### src/rtl/router_pkg.sv
// Shared router definitions: word geometry, dispatcher state encoding and
// the destination-field decode used wherever a word is routed.
package router_pkg;

   localparam int DW       = 32;
   localparam int NPORTS   = 8;
   localparam int DEST_LSB = 29;
   localparam int DEST_W   = $clog2(NPORTS);

   typedef enum logic {
      IDLE = 1'b0,
      SEND = 1'b1
   } state_e;

   function automatic logic [DEST_W-1:0] dest_of(input logic [DW-1:0] word);
      return word[DEST_LSB +: DEST_W];
   endfunction

endpackage

### src/rtl/fifo_dispatch.sv
// Drain side of the router central FIFO: pops one word at a time and presents it
// on the output lane selected by its destination field, dropping it on timeout.
module fifo_dispatch
   import router_pkg::*;
#(
   parameter int TIMEOUT = 16
) (
   input  logic                 clk,
   input  logic                 resetn,
   input  logic                 fifo_empty,
   input  logic [DW-1:0]        fifo_dout,
   output logic                 fifo_pop,
   output logic [NPORTS*DW-1:0] out_data,
   output logic [NPORTS-1:0]    out_valid,
   input  logic [NPORTS-1:0]    out_ready,
   output logic                 drop,
   output logic [7:0]           drop_count
);

   localparam int TIMER_W = (TIMEOUT == 0) ? 1 : $clog2(TIMEOUT + 1);
   localparam logic [TIMER_W-1:0] TIMER_LAST = TIMER_W'(TIMEOUT - 1);

   state_e              state_q, state_d;
   logic [DW-1:0]       hold_q, hold_d;
   logic [DEST_W-1:0]   dest_q, dest_d;
   logic [TIMER_W-1:0]  timer_q, timer_d;
   logic                drop_q, drop_d;
   logic [7:0]          drop_count_q, drop_count_d;
   logic                pop;
   logic                handshake;

   assign handshake = (state_q == SEND) && out_ready[dest_q];

   always_comb begin
      state_d      = state_q;
      hold_d       = hold_q;
      dest_d       = dest_q;
      timer_d      = timer_q;
      drop_d       = 1'b0;
      drop_count_d = drop_count_q;
      pop          = 1'b0;
      unique case (state_q)
         IDLE: begin
            if (!fifo_empty) begin
               pop     = 1'b1;
               hold_d  = fifo_dout;
               dest_d  = dest_of(fifo_dout);
               timer_d = '0;
               state_d = SEND;
            end
         end
         SEND: begin
            if (handshake) begin
               // Chain straight into the next word for one word per clock.
               if (!fifo_empty) begin
                  pop     = 1'b1;
                  hold_d  = fifo_dout;
                  dest_d  = dest_of(fifo_dout);
                  timer_d = '0;
               end else begin
                  state_d = IDLE;
               end
            end else begin
               timer_d = timer_q + TIMER_W'(1);
               if ((TIMEOUT != 0) && (timer_q == TIMER_LAST)) begin
                  state_d = IDLE;
                  drop_d  = 1'b1;
                  if (drop_count_q != 8'hFF) begin
                     drop_count_d = drop_count_q + 8'd1;
                  end
               end
            end
         end
         default: state_d = IDLE;
      endcase
   end

   assign fifo_pop = resetn && pop;

   always_ff @(posedge clk) begin
      if (!resetn) begin
         state_q      <= IDLE;
         hold_q       <= '0;
         dest_q       <= '0;
         timer_q      <= '0;
         drop_q       <= 1'b0;
         drop_count_q <= '0;
      end else begin
         state_q      <= state_d;
         hold_q       <= hold_d;
         dest_q       <= dest_d;
         timer_q      <= timer_d;
         drop_q       <= drop_d;
         drop_count_q <= drop_count_d;
      end
   end

   // Lane fan-out: only the addressed lane carries valid and data, others read zero.
   for (genvar p = 0; p < NPORTS; p++) begin : g_lane
      assign out_valid[p]          = (state_q == SEND) && (dest_q == DEST_W'(p));
      assign out_data[p*DW +: DW]  = out_valid[p] ? hold_q : '0;
   end

   assign drop       = drop_q;
   assign drop_count = drop_count_q;

endmodule
### config.mk
export PLATFORM = sky130hd
export DESIGN_NAME = fifo_dispatch
export DESIGN_NICKNAME = d
export VERILOG_FILES = /design/src/rtl/router_pkg.sv /design/src/rtl/fifo_dispatch.sv
export SDC_FILE = /design/constraint.sdc
export NUM_CORES = 1
export LEC_CHECK = 0
export CAP_MARGIN = 15
export CORE_ASPECT_RATIO = 0.6
export CORE_MARGIN = 5
export CORE_UTILIZATION = 30
export DETAILED_ROUTE_END_ITERATION = 8
export GPL_ROUTABILITY_DRIVEN = 0
export GPL_TIMING_DRIVEN = 0
export PLACE_DENSITY = 0.76
export SYNTH_ARGS = -nofsm -noshare
export SYNTH_HDL_FRONTEND = slang
export SYNTH_SLANG_ARGS = --single-unit
### constraint.sdc
create_clock -name clk -period 3.6 [get_ports clk]
set_clock_uncertainty 0.05 [all_clocks]
set_input_delay 1.08 -clock clk [delete_from_list [all_inputs] [get_ports clk]]
set_output_delay 1.08 -clock clk [all_outputs]
set_load 0.005 [all_outputs]
==> out/metrics.csv <==
metric;value;unit
drtPass1Iterations;5;
ys_seq_area_share;24.9;%
ys_types;36;
ant_nets;0;
max_stage_delay;0.43;ns
clock-root-buffer;clkbuf_16;
crit_chain;clkdlybuf4s50_1, mux2_4, o32ai_4, or2_4, nor3_1, clkbuf_2;
worst_setup_path_end_kind;output port;
worstMarginPinSlew;0.761;ns
drtIter0Drc;204;
ys_seq_elements;47;
die_w;155;um
yosysTopAreaCellShare;38.4;%
cts_hold_buf;0;
utilization;60.1;%
hold_ws;0.460;ns
yosys_warnings;0;
crit_arrival;2.50;ns
powerDensity;193;nW/um^2
leakagePower;2.75;nW
power.internal;1.01;mW
crit_family;buffers and inverters;
synth_most_common_cell;and2_1;
crit_start;out_ready[5];
cts.sinks;47;
drive_gt1_share;7.67;%
crit_buf_inv;2;
cts_made_buffers;5;
num_vias;4820;
final_nets;905;
finalHoldViolCount;0;
share_comb_of_total_power;18.8;%
dp_hpwl;14600;um
async_reset_ff_share;0;%
finalMaxSlewViolations;0;
power_switching;0.399;mW
tritoncts;yes;
clockPowerShare;38.6;%
synth_area;3780;um^2
synth_cells;536;
wl_per_cell;17.9;um
start_kind;input port;
cap_violations;0;
ys_top_cells_by_area;and2_1, dfxtp_1, o21ai_0;
num_rows;31;
max_freq;276;MHz
num_antenna_cells;0;
grt_overflow;0;
grt_pass1_wl;28400;um
final-setup-viol-count;1;
violations;negative setup slack;
syn_to_final_growth;93.6;%
cts-htree-levels;2;
cp_slowest_cell;clkdlybuf4s50_1;
path_max_fanout;2;
reg2reg_from;dest_q[0];
dieArea;15000;um^2
min_path_type;flip-flop to flip-flop;
synth-main-ff-cell;dfxtp_1;
synth_commonest_cells;and2_1, dfxtp_1, nand2_1;
portBuffers;304;
setup_ws;-0.0270;ns
die_height;96.9;um
cp.required;2.47;ns
worstHoldStart;timer_q[4];
status;complete, but fails checks;
grt_max_degree;17;
clkTransAtPathRegs;0.08;ns
wirelength;18400;um
grt.total_usage;23.3;%
initial_core_util;31.0;%
antenna_found_initial;0;
rsz0062_at_grt;yes;
switching_share;28.3;%
viasPerCell;4.70;
worstSetupPathType;input port to output port;
core;12200;um^2
clock_latency;0.29;ns
peakVddDrop;0.219;mV
drc;0;
grt_pass1_vias;4833;
avgSynthCellArea;7.05;um^2
io_pins;317;
synth.largest_area_cell;and2_1;
synth-edff-count;0;
sequentialPowerShare;42.6;%
finalPower;1.41;mW
cts_buffer_depth;2;
min_period;3.63;ns
relSlewSlack;49.0;%
min_period_over_period;101;%
area by class of cell:
type | instances | area [um^2]
Buffer | 56 | 310
Clock buffer | 5 | 125
Clock inverter | 3 | 47.5
Fill cell | 1102 | 4860
Inverter | 5 | 18.8
Multi-Input combinational cell | 437 | 2610
Sequential cell | 47 | 941
Tap cell | 165 | 206
Timing Repair Buffer | 307 | 3060
worst reg2reg max path, stage by stage (launching register included):
cell	delay (ns)
dfxtp_1	0.31
buf_6	0.14
nand2_1	0.38
o32ai_4	0.17
buf_4	0.17
nor3_2	0.62
clkbuf_1	0.52
nand3_1	0.15
o21ai_0	0.09
stage by stage:
step                      cell area (um^2)  setup TNS (ns)  std cells  worst slack (ns)
after floorplan                       3820               0        547             0.474
after global placement                7070          -0.496       1016            -0.496
after detailed placement              7070          -0.544       1016            -0.544
after CTS                             7290          -0.118       1025            -0.118
after global routing                  7320         -0.0364       1025           -0.0364
final                                 7320         -0.0270       1025           -0.0270
cells by family (layout without fill, tap and decap cells):
kind of cell / count (synthesis) / after routing / share of synthesized area, %
adder cells (fa/ha/maj): 3 / 3 / 0.993
multiplexers: 6 / 6 / 1.92
buffers and inverters: 63 / 376 / 8.25
other: 1 / 12 / 0.0992
AND/OR/NAND/NOR: 361 / 361 / 54.5
flip-flops: 47 / 47 / 24.9
AO/OA/AOI/OAI: 55 / 55 / 9.37
what timing repair did:
action,in CTS,in global routing
setup buffers,2,1
pin swaps,2,2
endpoints found under the setup margin,178,195
hold endpoints to repair,0,0
gates resized for setup,23,15
cell usage in the layout (no fill, tap or decap), types with 5 or more instances in the layout:
cell type        synthesis  final
conb_1                   1     12
nor2_1                  19     14
dfxtp_1                 47     47
o21ai_0                 36     36
inv_1                    5      5
clkbuf_2                 0     19
nand2b_1                 6      5
a21oi_1                  7      7
and2_1                 232    232
clkbuf_16                0      5
nand2_1                 46     46
buf_4                   12     15
clkdlybuf4s50_1          0    303
nand3_1                 35     35
nor3_1                   7      5
clkbuf_1                42     20
flip-flops by register name (all words and copies together), names as in the netlist:
signal / count
hold_q: 30
timer_q: 5
state_q: 1
drop: 1
dest_q: 2
drop_count: 8
metal layers:
metal | vias up | GRT usage, % | share of wire (%)
met2 | 210 | 41.6 | 50
met5 | - | 0 | 0
li1 | 2342 | - | -
met3 | 14 | 7.23 | 8.3
met1 | 2254 | 28.0 | 41
met4 | 0 | 3.73 | 1.0
power by group through the flow:
| stage | Combinational (mW) | Clock [mW] | Sequential (mW) |
|---|---|---|---|
| 4_1_cts | 0.261 | 0.561 | 0.603 |
| 3_3_place_gp | 0.248 | 0 | 0.611 |
| 5_1_grt | 0.289 | 0.580 | 0.611 |
| 6_report | 0.266 | 0.545 | 0.602 |
| 2_1_floorplan | 0.126 | 0 | 0.588 |
| 3_5_place_dp | 0.255 | 0 | 0.615 |
final timing paths:
check	slack [ns]	end	cells past startpoint
setup / recovery	-0.03	fifo_pop	6
hold / removal	0.46	timer_q[4]	2
setup reg to reg	0.94	hold_q[25]	8
hold reg to reg	0.46	timer_q[4]	2
No activity file was read; power rests on OpenSTA's default activity.
